## config.mk

```make
export PLATFORM = sky130hd
export DESIGN_NAME = menu_scan_ctrl_flat
export DESIGN_NICKNAME = d
export VERILOG_FILES = /design/src/rtl/menu_scan_if.sv /design/src/rtl/menu_scan_ctrl.sv /design/src/flat_wrapper.sv
export SDC_FILE = /design/constraint.sdc
export NUM_CORES = 1
export LEC_CHECK = 0
export ABC_AREA = 1
export ABC_CLOCK_PERIOD_IN_PS = 1700
export CORE_ASPECT_RATIO = 1.4
export CORE_MARGIN = 2
export CORE_UTILIZATION = 44
export DETAILED_ROUTE_END_ITERATION = 8
export HOLD_SLACK_MARGIN = 0.05
export PLACE_DENSITY = 0.76
export SYNTH_ARGS = -nofsm -noshare
export SYNTH_HDL_FRONTEND = slang
export SYNTH_SLANG_ARGS = --single-unit
```

## constraint.sdc

```tcl
create_clock -name clk -period 1.7 [get_ports clk]
set_input_delay 0.51 -clock clk [delete_from_list [all_inputs] [get_ports clk]]
set_output_delay 0.51 -clock clk [all_outputs]
set_load 0.005 [all_outputs]
```

## src/rtl/menu_scan_if.sv

```systemverilog
// menu_scan_if: keypad, game-core and 7-segment signal bundle for menu_scan_ctrl.
// slave  = the menu controller side, master = the surrounding system / bench.
interface menu_scan_if #(
  parameter int unsigned NUM_DIGITS = 8,
  parameter int unsigned MODE_W     = 4
);
  logic [3:0]              key_data;
  logic                    game_over;
  logic [7*NUM_DIGITS-1:0] game_seg;
  logic                    is_main;
  logic                    game_start;
  logic [MODE_W-1:0]       mode_sel;
  logic [6:0]              seg_txt;
  logic [NUM_DIGITS-1:0]   seg_com;

  modport slave (
    input  key_data, game_over, game_seg,
    output is_main, game_start, mode_sel, seg_txt, seg_com
  );

  modport master (
    output key_data, game_over, game_seg,
    input  is_main, game_start, mode_sel, seg_txt, seg_com
  );
endinterface

```

## src/rtl/menu_scan_ctrl.sv

```systemverilog
// menu_scan_ctrl: multiplexed N-digit 7-segment driver with a MAIN/SELECT/RUN
// menu FSM, tick-qualified key edge detection and game-mode selection.
// Optional build macro MENU_BLINK_EN: blinks the "PrESS" prompt in MAIN.
module menu_scan_ctrl #(
  parameter int unsigned NUM_DIGITS  = 8,
  parameter int unsigned REFRESH_DIV = 25000,
  parameter int unsigned NUM_MODES   = 4,
  parameter int unsigned MODE_W      = 4,
  parameter int unsigned BLINK_DIV   = 250
) (
  input  logic      clk,
  input  logic      rst,
  menu_scan_if.slave bus
);

  localparam int unsigned DIV_W = $clog2(REFRESH_DIV);
  localparam int unsigned IDX_W = $clog2(NUM_DIGITS);
  localparam logic [DIV_W-1:0]  DIV_LAST  = DIV_W'(REFRESH_DIV - 1);
  localparam logic [IDX_W-1:0]  LAST_IDX  = IDX_W'(NUM_DIGITS - 1);
  localparam logic [MODE_W-1:0] MODE_LAST = MODE_W'(NUM_MODES - 1);
  localparam logic [6:0]        SEG_ONE   = 7'b0000110;

  typedef enum logic [1:0] {
    ST_MAIN,
    ST_SELECT,
    ST_RUN
  } state_t;

  state_t                r_state;
  state_t                w_state_nx;
  logic [MODE_W-1:0]     r_mode;
  logic [MODE_W-1:0]     w_mode_nx;
  logic                  r_game_start;
  logic                  w_start_nx;
  logic [DIV_W-1:0]      r_div;
  logic                  w_tick;
  logic [IDX_W-1:0]      r_idx;
  logic [IDX_W-1:0]      w_pos;
  logic [3:0]            r_key_q;
  logic                  w_press;
  logic [NUM_DIGITS-1:0] r_seg_com;
  logic [NUM_DIGITS-1:0] w_com_nx;
  logic [6:0]            r_seg_txt;
  logic [6:0]            w_txt_nx;
  logic [3:0]            w_mode_num;
  logic                  w_prompt_off;

  // "PrESS" prompt glyphs for positions 0..4
  function automatic logic [6:0] prompt_font(input int unsigned pos);
    logic [6:0] v;
    case (pos)
      0:       v = 7'b1110011;
      1:       v = 7'b1010000;
      2:       v = 7'b1111001;
      3:       v = 7'b1101101;
      4:       v = 7'b1101101;
      default: v = 7'b0000000;
    endcase
    return v;
  endfunction

  // "SEL" glyphs for positions 0..2
  function automatic logic [6:0] select_font(input int unsigned pos);
    logic [6:0] v;
    case (pos)
      0:       v = 7'b1101101;
      1:       v = 7'b1111001;
      2:       v = 7'b0111000;
      default: v = 7'b0000000;
    endcase
    return v;
  endfunction

  // Decimal digits 1..9 in standard 7-segment form
  function automatic logic [6:0] digit_font(input logic [3:0] v);
    logic [6:0] s;
    case (v)
      4'd1:    s = 7'b0000110;
      4'd2:    s = 7'b1011011;
      4'd3:    s = 7'b1001111;
      4'd4:    s = 7'b1100110;
      4'd5:    s = 7'b1101101;
      4'd6:    s = 7'b1111101;
      4'd7:    s = 7'b0000111;
      4'd8:    s = 7'b1111111;
      4'd9:    s = 7'b1101111;
      default: s = 7'b0000000;
    endcase
    return s;
  endfunction

  assign w_tick     = (r_div == DIV_LAST);
  assign w_press    = w_tick && (bus.key_data != 4'd0) && (r_key_q == 4'd0);
  assign w_mode_num = 4'(r_mode) + 4'd1;
  assign w_pos      = LAST_IDX - r_idx;

  // Refresh divider: free-running 0..REFRESH_DIV-1
  always_ff @(posedge clk) begin
    if (rst)         r_div <= '0;
    else if (w_tick) r_div <= '0;
    else             r_div <= r_div + 1'b1;
  end

  // Key history sampled once per scan tick for edge detection
  always_ff @(posedge clk) begin
    if (rst)         r_key_q <= '0;
    else if (w_tick) r_key_q <= bus.key_data;
  end

`ifdef MENU_BLINK_EN
  localparam int unsigned BLINK_W = $clog2(BLINK_DIV + 1);
  localparam logic [BLINK_W-1:0] BLINK_LAST = BLINK_W'(BLINK_DIV - 1);

  logic [BLINK_W-1:0] r_blink_cnt;
  logic               r_blink_off;
  logic               w_enter_main;

  assign w_enter_main = (r_state != ST_MAIN) && (w_state_nx == ST_MAIN);

  // Blink phase: restarts shown on every entry to MAIN, toggles every BLINK_DIV ticks
  always_ff @(posedge clk) begin
    if (rst || w_enter_main) begin
      r_blink_cnt <= '0;
      r_blink_off <= 1'b0;
    end else if (w_tick) begin
      if (r_blink_cnt == BLINK_LAST) begin
        r_blink_cnt <= '0;
        r_blink_off <= ~r_blink_off;
      end else begin
        r_blink_cnt <= r_blink_cnt + 1'b1;
      end
    end
  end

  assign w_prompt_off = r_blink_off;
`else
  logic w_unused_blink_div;
  assign w_unused_blink_div = (BLINK_DIV != 0);
  assign w_prompt_off       = 1'b0;
`endif

  // Menu FSM next state, mode update and start pulse
  always_comb begin
    w_state_nx = r_state;
    w_mode_nx  = r_mode;
    w_start_nx = 1'b0;
    unique case (r_state)
      ST_MAIN: begin
        if (w_press && (bus.key_data == 4'd1)) w_state_nx = ST_SELECT;
      end
      ST_SELECT: begin
        if (w_press) begin
          case (bus.key_data)
            4'd1: begin
              w_state_nx = ST_RUN;
              w_start_nx = 1'b1;
            end
            4'd2: w_mode_nx = (r_mode == MODE_LAST) ? '0 : r_mode + 1'b1;
            4'd3: w_mode_nx = (r_mode == '0) ? MODE_LAST : r_mode - 1'b1;
            4'd4: w_state_nx = ST_MAIN;
            default: ;
          endcase
        end
      end
      ST_RUN: begin
        // first RUN cycle (start pulse high) ignores a stale game_over level
        if (bus.game_over && !r_game_start) w_state_nx = ST_MAIN;
      end
      default: w_state_nx = ST_MAIN;
    endcase
  end

  // Menu FSM state, mode and start pulse registers
  always_ff @(posedge clk) begin
    if (rst) begin
      r_state      <= ST_MAIN;
      r_mode       <= '0;
      r_game_start <= 1'b0;
    end else begin
      r_state      <= w_state_nx;
      r_mode       <= w_mode_nx;
      r_game_start <= w_start_nx;
    end
  end

  // Segment pattern for the digit at the current scan index
  always_comb begin
    w_txt_nx = '0;
    unique case (r_state)
      ST_MAIN: begin
        if (r_idx == LAST_IDX)  w_txt_nx = SEG_ONE;
        else if (!w_prompt_off) w_txt_nx = prompt_font(32'(r_idx));
      end
      ST_SELECT: begin
        if (r_idx == LAST_IDX) w_txt_nx = digit_font(w_mode_num);
        else                   w_txt_nx = select_font(32'(r_idx));
      end
      ST_RUN: begin
        for (int unsigned d = 0; d < NUM_DIGITS; d++) begin
          if (r_idx == IDX_W'(d)) w_txt_nx = bus.game_seg[7*d +: 7];
        end
      end
      default: w_txt_nx = '0;
    endcase
  end

  // One-cold common enable; digit 0 (leftmost) sits on the MSB
  always_comb begin
    w_com_nx = '1;
    for (int unsigned d = 0; d < NUM_DIGITS; d++) begin
      w_com_nx[d] = (IDX_W'(d) != w_pos);
    end
  end

  // Scan register: latch the current digit's drive, then advance the index
  always_ff @(posedge clk) begin
    if (rst) begin
      r_idx     <= '0;
      r_seg_com <= '1;
      r_seg_txt <= '0;
    end else if (w_tick) begin
      r_seg_com <= w_com_nx;
      r_seg_txt <= w_txt_nx;
      r_idx     <= (r_idx == LAST_IDX) ? '0 : r_idx + 1'b1;
    end
  end

  assign bus.is_main    = (r_state != ST_RUN);
  assign bus.game_start = r_game_start;
  assign bus.mode_sel   = r_mode;
  assign bus.seg_txt    = r_seg_txt;
  assign bus.seg_com    = r_seg_com;

endmodule

```

## src/flat_wrapper.sv

```systemverilog
// flat-port wrapper written by rule: the top's interface ports become plain ports
module menu_scan_ctrl_flat 
#(
  parameter int unsigned NUM_DIGITS  = 8,
  parameter int unsigned REFRESH_DIV = 25000,
  parameter int unsigned NUM_MODES   = 4,
  parameter int unsigned MODE_W      = 4,
  parameter int unsigned BLINK_DIV   = 250
)
  (clk, rst, bus_key_data, bus_game_over, bus_game_seg, bus_is_main, bus_game_start, bus_mode_sel, bus_seg_txt, bus_seg_com);
  menu_scan_if #(.NUM_DIGITS(NUM_DIGITS), .MODE_W(MODE_W)) bus_i ();
  input  logic clk;
  input  logic rst;
  input wire logic [$bits(bus_i.key_data)-1:0] bus_key_data;
  input wire logic [$bits(bus_i.game_over)-1:0] bus_game_over;
  input wire logic [$bits(bus_i.game_seg)-1:0] bus_game_seg;
  output wire logic [$bits(bus_i.is_main)-1:0] bus_is_main;
  output wire logic [$bits(bus_i.game_start)-1:0] bus_game_start;
  output wire logic [$bits(bus_i.mode_sel)-1:0] bus_mode_sel;
  output wire logic [$bits(bus_i.seg_txt)-1:0] bus_seg_txt;
  output wire logic [$bits(bus_i.seg_com)-1:0] bus_seg_com;
  assign bus_i.key_data = bus_key_data;
  assign bus_i.game_over = bus_game_over;
  assign bus_i.game_seg = bus_game_seg;
  assign bus_is_main = bus_i.is_main;
  assign bus_game_start = bus_i.game_start;
  assign bus_mode_sel = bus_i.mode_sel;
  assign bus_seg_txt = bus_i.seg_txt;
  assign bus_seg_com = bus_i.seg_com;
  menu_scan_ctrl #(.NUM_DIGITS(NUM_DIGITS), .REFRESH_DIV(REFRESH_DIV), .NUM_MODES(NUM_MODES), .MODE_W(MODE_W), .BLINK_DIV(BLINK_DIV)) u_core (.clk(clk), .rst(rst), .bus(bus_i));
endmodule
```

==> flow_metrics.tcl <==
set metrics [dict create \
    drtPass1Iterations 5 \
    syn_nets 591 \
    synth_largest_area_cell "dfxtp_1" \
    violations "setup timing" \
    synth_xor_area_share_pct 0.867 \
    ys_ff_latch 44 \
    crit_type "reg2reg" \
    p_per_area_nw_per_um2 441 \
    synth_area_per_cell_um2 5.87 \
    antenna_found_initial 0 \
    initial_utilization_pct 45.8 \
    ys_seq_area_share_pct 29.1 \
    wl_met1_um 3900 \
    clock_latency_ps 300 \
    synth-async-reset-ratio_pct 0 \
    status "finished, violations left" \
    via_per_inst 4.96 \
    synth_top_family_by_area "simple AND/OR/NAND/NOR gates" \
    fmax_mhz 583 \
    layout-drive-gt1-share_pct 24.1 \
    drtIter0Drc 164 \
    num_rows 35 \
    synth_edf_count 0 \
    via_count 3745 \
    r2r_end "u_core.bus.seg_txt[0]$_SDFFE_PP0N_" \
    htree_levels 2 \
    synth_compound_area_share_pct 15.3 \
    worst-path-max-fanout 4 \
    num_io_pins 84 \
    final.period_utilization_pct 101 \
    ant_nets 0 \
    ys_top_cells_by_area "dfxtp_1 (29%), nand2_1 (21%), nor2_1 (9.7%)" \
    drv_cap 0 \
    die-width_um 74.1 \
    numCtsBuffers 5 \
    fp.dieH_um 102 \
    rsz0062_at_grt "yes" \
    core_um2 6610 \
    ir_drop_mv 0.495 \
    maxSlewViolCount 0 \
    ctsHoldBuffers 0 \
    min_period_ps 1710 \
    setup_slack_ps -14.0 \
    cts.sinks 44 \
    worst-r2r-setup-slack_ps -10 \
    ys_types 38 \
    overflow 0 \
    relSlewSlack_pct 74.6 \
    ctsLongestPathBuffers 2 \
    synth.top_cell.area_share_pct 29.1 \
    yosysMostFrequentCell "nand2_1" \
    worst_hold_path.endpoint "u_core.bus.seg_txt[1]$_SDFFE_PP0N_" \
    holdWs_ps 457 \
    r2r_cells 13 \
    nFillCells 538 \
    grt_first_pass_wirelength_um 15000 \
    worst_ep_arrival_time_ps 1910 \
    gp_congestion 0.887 \
    met3_length_um 598 \
    synthAdderAreaFrac_pct 4.95 \
    synth.mux.area_fraction_pct 0 \
    fp.dieArea_um2 7580 \
    clk_pin_slew_ps 80 \
    ys_top_cells_by_count "nand2_1 (169), nor2_1 (78), inv_1 (65), dfxtp_1 (44)" \
    netlist_instances 516 \
    dp_hpwl_um 7140 \
    hold_path_class "reg2reg" \
    drcViolationCount 0 \
    worst_pin_slew_ps 381 \
    grt_pass1_vias 3483 \
    endpoint_kind "flop" \
    leakage_nw 2.28 \
    track_usage_pct 25.2 \
    areaGrowthSynthToFinish_pct 61.4 \
    top_layer "met4" \
    grt_max_degree 18 \
    io_buffers 83 \
    reg2reg_from "u_core.bus.mode_sel[0]$_SDFFE_PP0P_" \
    cts_tree "done" \
    route.met2.wl_um 5380 \
    cp-start-kind "flop" \
    skew_ps 6.38 \
    synth_warnings 0 \
    required_ps 1900 \
    synth-simple-area-share_pct 39.3 \
    avgRoutedWirePerCell_um 13.5 \
    hold_depth 2 \
    setup_viol 2 \
    worstHoldStart "u_core.bus.seg_txt[1]$_SDFFE_PP0N_" \
    final_nets 737 \
    ys.flop_type "dfxtp_1" \
    drt_wl_total_um 10200 \
    place_ws_ps -343 \
    final_hold_viol_count 0 \
    cts_root_buffer "clkbuf_8" \
    diodes 0 \
    netlist_area_um2 3030 \
]
[cells by family after synthesis]
logic type	count (synthesis)
compound gates	84
xor+xnor	3
fa+ha+maj	12
buf+inv	81
flops	44
simple gates	292
[layout by cell type, fill, tap and decap left out, drive strengths merged, types with 2 or more instances in the layout]
cell type,instances
inv,69
o22ai,3
dfxtp,44
or2,2
dlygate4sd2,2
buf,67
nand2,171
nand3,24
clkbuf,6
nand4,6
a21oi,36
o21ai,36
ha,12
nor2,79
clkdlybuf4s50,76
a21boi,2
a211oi,2
clkinv,2
dlymetal6s2s,3
nor3,7
xnor2,2
clkdlybuf4s15,2
[state kept, by name (all words and copies together), names as in the netlist]
signal	flops
u_core.r_div	15
u_core.bus.seg_com	8
u_core.bus.seg_txt	7
u_core.bus.mode_sel	4
u_core.r_key_q	4
u_core.r_idx	3
u_core.r_state	2
u_core.bus.game_start	1
[critical path, cell delays in order, from the launching register on]
cell	delay, ps
dfxtp_4	370
buf_4	110
inv_2	40
ha_4	290
inv_2	60
nand2_2	80
nand2_2	70
buf_6	120
nand2_1	60
nand2_1	60
a21oi_2	170
nand2_1	70
nand2_1	60
nand2_1	50
[where the power goes]
group          switching, mW  internal [mW]
Clock                  0.365          0.480
Combinational         0.0975          0.176
Sequential           0.00718           1.03
Total                  0.470           1.69
[how the worst max path moves through the flow]
stage / slack [ps] / startpoint / to
2_1_floorplan: 20 / u_core.bus.mode_sel[0]$_SDFFE_PP0P_ / u_core.bus.seg_txt[6]$_SDFFE_PP0N_
3_3_place_gp: -260 / bus_key_data[2] / u_core.bus.mode_sel[3]$_SDFFE_PP0P_
3_5_place_dp: -340 / bus_key_data[2] / u_core.bus.mode_sel[3]$_SDFFE_PP0P_
4_1_cts: -50 / u_core.bus.mode_sel[0]$_SDFFE_PP0P_ / u_core.bus.seg_txt[2]$_SDFFE_PP0N_
5_1_grt: -120 / u_core.r_idx[1]$_SDFFE_PP0N_ / u_core.bus.seg_txt[5]$_SDFFE_PP0N_
6_report: -10 / u_core.bus.mode_sel[0]$_SDFFE_PP0P_ / u_core.bus.seg_txt[0]$_SDFFE_PP0N_
[metrics by stage]
step,total power [mW],instances,util (%),TNS [ps],instance area (um2)
after floorplan,1.13,516,-,0,3030
after global placement,1.32,740,66.5,-2430,4400
after detailed placement,1.32,740,66.5,-2860,4400
after CTS,2.16,750,70.4,-47.1,4650
after global routing,2.24,755,74.0,-751,4890
final,2.16,755,74.0,-22.4,4890
[metal layers]
| metal | global-route usage [%] | up-vias |
|---|---|---|
| li1 | - | 1925 |
| met1 | 27.3 | 1670 |
| met2 | 48.0 | 128 |
| met3 | 3.25 | 22 |
| met4 | 10.2 | 0 |
| met5 | 0 | - |
[cell type report]
type,instances,area [um2],area share [%]
Tap cell,92,115,2.35
Clock inverter,2,38.8,0.793
Sequential cell,44,911,18.6
Timing Repair Buffer,150,1380,28.3
Inverter,70,274,5.60
Multi-Input combinational cell,391,2090,42.7
Clock buffer,6,82.6,1.69
[timing repair]
| action | CTS | global route |
|---|---|---|
| setup buffers | 2 | 6 |
| setup endpoints to repair | 16 | 41 |
| pin swaps | 4 | 17 |
| resized for setup | 44 | 69 |
No activity file was read; power rests on OpenSTA's default activity.
